## src/rtl/neighbour_pattern_gen.sv

```systemverilog
// neighbour_pattern_gen
// Walks an 8-bit candidate from 8'h00 to 8'hFF and presents every value whose
// live-cell count equals the latched target on a valid/ready handshake. It
// drives the same eight neighbour signals that the rule detectors consume, so
// it can serve as stimulus and self-test for them.
// Pattern vector ordering: {l,la,a,ra,r,rb,b,lb}, with l as the MSB.

module neighbour_pattern_gen #(
    parameter int CNT_W       = 7,
    parameter bit ALLOW_ABORT = 1'b1
) (
    input  logic             clk,
    input  logic             reset_n,
    input  logic             start,
    input  logic [3:0]       target,
    input  logic             abort,
    input  logic             out_ready,
    output logic             out_valid,
    output logic             l,
    output logic             la,
    output logic             a,
    output logic             ra,
    output logic             r,
    output logic             rb,
    output logic             b,
    output logic             lb,
    output logic             busy,
    output logic             done,
    output logic [CNT_W-1:0] count
);

    typedef enum logic [1:0] {
        IDLE,
        SEARCH,
        PRESENT,
        DONE
    } state_t;

    state_t     state;
    logic [7:0] cand;
    logic [7:0] pattern;
    logic [3:0] tgt;
    logic [3:0] cand_ones;
    logic       abort_en;

    // Counts the live cells in one neighbourhood.
    // A count above 8 cannot occur, so a target of 9..15 never matches.
    function automatic logic [3:0] popcount8(input logic [7:0] v);
        logic [3:0] n;
        n = 4'd0;
        for (int i = 0; i < 8; i++) begin
            n = n + {3'b000, v[i]};
        end
        return n;
    endfunction

    assign cand_ones = popcount8(cand);
    assign abort_en  = ALLOW_ABORT & abort;

    assign {l, la, a, ra, r, rb, b, lb} = pattern;

    // Run controller: every output is a register updated here.
    // Entering DONE raises done and drops busy together, so the done pulse
    // lines up exactly with the single cycle spent in DONE.
    always_ff @(posedge clk or negedge reset_n) begin
        if (!reset_n) begin
            state     <= IDLE;
            cand      <= 8'd0;
            tgt       <= 4'd0;
            pattern   <= 8'd0;
            out_valid <= 1'b0;
            busy      <= 1'b0;
            done      <= 1'b0;
            count     <= '0;
        end else begin
            case (state)
                IDLE: begin
                    done <= 1'b0;
                    if (start) begin
                        tgt   <= target;
                        cand  <= 8'd0;
                        count <= '0;
                        busy  <= 1'b1;
                        state <= SEARCH;
                    end
                end

                SEARCH: begin
                    if (abort_en) begin
                        out_valid <= 1'b0;
                        busy      <= 1'b0;
                        done      <= 1'b1;
                        state     <= DONE;
                    end else if (cand_ones == tgt) begin
                        pattern   <= cand;
                        out_valid <= 1'b1;
                        state     <= PRESENT;
                    end else if (cand == 8'hFF) begin
                        busy  <= 1'b0;
                        done  <= 1'b1;
                        state <= DONE;
                    end else begin
                        cand <= cand + 8'd1;
                    end
                end

                PRESENT: begin
                    // A pattern accepted in the same cycle as an abort
                    // still counts; the abort only decides where we go next.
                    if (out_ready) begin
                        count <= count + {{(CNT_W-1){1'b0}}, 1'b1};
                    end
                    if (abort_en) begin
                        out_valid <= 1'b0;
                        busy      <= 1'b0;
                        done      <= 1'b1;
                        state     <= DONE;
                    end else if (out_ready) begin
                        out_valid <= 1'b0;
                        if (cand == 8'hFF) begin
                            busy  <= 1'b0;
                            done  <= 1'b1;
                            state <= DONE;
                        end else begin
                            cand  <= cand + 8'd1;
                            state <= SEARCH;
                        end
                    end
                end

                DONE: begin
                    done  <= 1'b0;
                    state <= IDLE;
                end

                default: begin
                    state     <= IDLE;
                    out_valid <= 1'b0;
                    busy      <= 1'b0;
                    done      <= 1'b0;
                end
            endcase
        end
    end

endmodule
```

## config.mk

```make
export PLATFORM = sky130hd
export DESIGN_NAME = neighbour_pattern_gen
export DESIGN_NICKNAME = d
export VERILOG_FILES = /design/src/rtl/neighbour_pattern_gen.sv
export SDC_FILE = /design/constraint.sdc
export NUM_CORES = 1
export LEC_CHECK = 0
export ABC_AREA = 1
export BUFFER_PORTS_ARGS = -buffer_cell sky130_fd_sc_hd__buf_2
export CORE_MARGIN = 1.5
export CORE_UTILIZATION = 61
export DETAILED_ROUTE_END_ITERATION = 10
export PLACE_DENSITY = 0.9
export SLEW_MARGIN = 0
export SYNTH_ARGS = -nofsm -noshare
export SYNTH_HDL_FRONTEND = slang
export SYNTH_SLANG_ARGS = --single-unit
```

## constraint.sdc

```tcl
create_clock -name clk -period 9.65 [get_ports clk]
set_input_delay 1.93 -clock clk [delete_from_list [all_inputs] [get_ports clk]]
set_output_delay 1.93 -clock clk [all_outputs]
set_load 0.01 [all_outputs]
```

==> results.md <==
* CTS Buf Count at 5
* Critical path capture point type: flop
* Area Growth Syn to Fin at 13.24%
* Synth warn at 0
* Comb power frac at 0.445
* Worst-margin pin slew at 0.6940 ns
* DP HPWL at 2.963 mm
* Outcome: completed
* DR DRC count at 0
* Vias at 1659
* Clock latency on the worst-skew pair at 0.33 ns
* Layout cells sized above 1 at 0.1855
* Final worst slack at 5.752 ns
* Initial antenna violation count at 0
* Leak Pwr at 1.135 nW
* Final ANT Viol Nets at 0
* Mapped Area at 1947 um^2
* CP arrival at 4.12 ns
* Nets at 296
* Hold slack at 0.4780 ns
* Switch Pwr at 0.2331 mW
* Flip-flop and latch count after synthesis at 32
* CP startpoint: cand[0]
* First-pass GRT wire length at 6.548 mm
* Int Pwr at 0.3259 mW
* Clock Power Share at 0.204
* VDD IR-drop max at 0.1178 mV
* Drt first pass iters at 4
* Setup crit end: done
* Fin area at 2205 um^2
* Synth cell types at 30
* Core footprint at 3053 um^2
* Hold_buf cts at 0
* Max Clock Skew at 0.01014 ns
* CP startpoint kind: flop
* Clk root buf: clkbuf_4
* IO buf count at 26
* Number of max-cap violations at 0
* Initial Util at 0.6377
* Cts repair resizes at 0
* H-tree Lvls at 2
* GRT Util Overall at 0.2474
* Register share of total power at 0.351
* Syn Nets at 266
* Worst R2R Path Depth at 18
* Synth area leader: dfrtp_1
* Final non-filler cell total at 319
* Die Wd at 59.50 um
* Top cell type's share of synthesized area at 0.4113
* FF-to-FF setup slack at 5.75 ns
* Register area share after synthesis at 0.4113
* TritonCTS clock tree: yes
* Placed cell areas at 2110 um^2
* First DRT Iteration DRCs at 93
* Count leader, synth: nand2_1
* Post-synth EDFFs at 0
* Crit-path max FO at 19
* Post-CTS Repair Setup Buffers at 0
* Final GP Congestion at 0.8523
* Die area at 3540 um^2
* Avg WL per Cell at 12.45 um
* R2r endpoint: done
* Setup Viol. Count Final at 0
* Vias in the first global route at 1594
* Row Count at 20
* Largest cells by area after synthesis: dfrtp_1, nand2_1, inv_1
* Reg clk slew, reported paths at 0.10 ns
* Fmax at 256.6 MHz
* Chip height at 59.50 um
* Max Transition Viols Final at 0
* Setup TNS at 0 ns
* Slew margin rel. at 0.5373
* Syn avg cell area at 7.979 um^2
* Post-Route WL at 3.970 mm
* Hold path startpoint: busy
* Antenna diodes at 0
* Pre-CTS setup slack at 5.771 ns
* Power per standard cell area at 253.6 nW/um^2
* Clock Sinks at 32
* Asr flop ratio synth at 1.000
* Post-route minimum period at 3.898 ns
* Final Hold Vio Count at 0
* Top cells by count, synth: nand2_1, inv_1, dfrtp_1
* Sw Ratio at 0.4171
* CP Class: flop to flop
* Vias per Instance at 5.201
* Largest net degree at the start of global routing at 33
* RSZ-0062 raised after global routing: false
* Grt ovf at 0
* Synth Instances at 244
* Hold Path Class: flop to flop
* Critical path data required time at 9.87 ns
* Primary FF master, synth: dfrtp_1
* Max clock buf depth at 2
* Period utilisation layout at 0.4039
* Placed insts at 311
* IO Pins at 27
* Worst r2r src: cand[0]
state kept, by name, summed over array words and instances, names as in the netlist:
register	count
busy	1
out_valid	1
state	2
done	1
cand	8
pattern	8
count	7
tgt	4
critical path: stages (launching register included):
cell and delay, ns:
dfrtp_1 0.40, inv_1 0.11, fa_1 0.56, fa_1 0.43
fa_1 0.50, inv_1 0.05, ha_1 0.19, inv_1 0.07
fa_1 0.42, nand2_1 0.07, inv_1 0.03, nor2_1 0.07
nand2_1 0.06, nor2_2 0.18, nand3_2 0.30, nand2_1 0.14
inv_1 0.07, nand3_1 0.06, o21ai_0 0.08
how the worst min path moves through the flow:
stage / endpoint / slack (ns) / cells after the start
6_report: busy / 0.48 / 2
5_1_grt: busy / 0.53 / 2
4_1_cts: busy / 0.49 / 2
3_5_place_dp: busy / 0.46 / 2
3_3_place_gp: busy / 0.46 / 2
2_1_floorplan: cand[3] / 0.47 / 2
power by group through the flow:
stage / clock [mW] / combinational [mW] / sequential [mW]
4_1_cts: 0.116 / 0.248 / 0.196
6_report: 0.114 / 0.249 / 0.196
3_3_place_gp: 0 / 0.241 / 0.196
2_1_floorplan: 0 / 0.191 / 0.199
5_1_grt: 0.124 / 0.284 / 0.201
3_5_place_dp: 0 / 0.247 / 0.199
layout by cell type (no fill, tap or decap), types with 2 or more instances in the layout:
cell type	count
o21ai_2	2
nor3b_1	2
nor2_4	2
inv_1	34
nand2_2	3
buf_2	26
ha_1	9
nand2_1	65
xor2_1	4
a21oi_1	6
nor2_1	17
o21a_1	2
clkbuf_4	5
nand4_1	5
nor2_2	3
dfrtp_1	32
nor3_1	3
o21ai_0	17
fa_1	4
nand3_1	18
clkbuf_8	2
mux2_2	2
o21ai_1	3
logic make-up after synthesis:
kind of cell,after synthesis,synth area share
buffers and inverters,38,0.07904
DFF,32,0.4113
adders and majority gates,13,0.09897
muxes,2,0.01157
and+or+nand+nor,122,0.2847
xor gates and xnor gates,5,0.02249
AOI/OAI and AO/OA,32,0.09190
layout make-up:
cell class / count / area, um^2
Multi-Input combinational cell: 174 / 992.2
Fill cell: 240 / 848.3
Sequential cell: 32 / 800.8
Inverter: 35 / 131.4
Timing Repair Buffer: 26 / 130.1
Clock buffer: 7 / 65.06
Tap cell: 44 / 55.05
Clock inverter: 1 / 30.03
through the flow:
| step | util | power (mW) |
|---|---|---|
| 2_1_floorplan | - | 0.3898 |
| 3_3_place_gp | 0.6910 | 0.4374 |
| 3_5_place_dp | 0.6910 | 0.4455 |
| 4_1_cts | 0.7221 | 0.5607 |
| 5_1_grt | 0.7221 | 0.6098 |
| 6_report | 0.7221 | 0.5590 |
routing by layer:
metal | up-vias | track usage | routed length [um]
met3 | 11 | 0.06550 | 258
met4 | 0 | 0.1143 | 79
li1 | 839 | - | -
met5 | - | 0 | 0
met1 | 752 | 0.3078 | 1778
met2 | 57 | 0.4003 | 1853
Note: power is estimated with default switching activity, not from simulation.
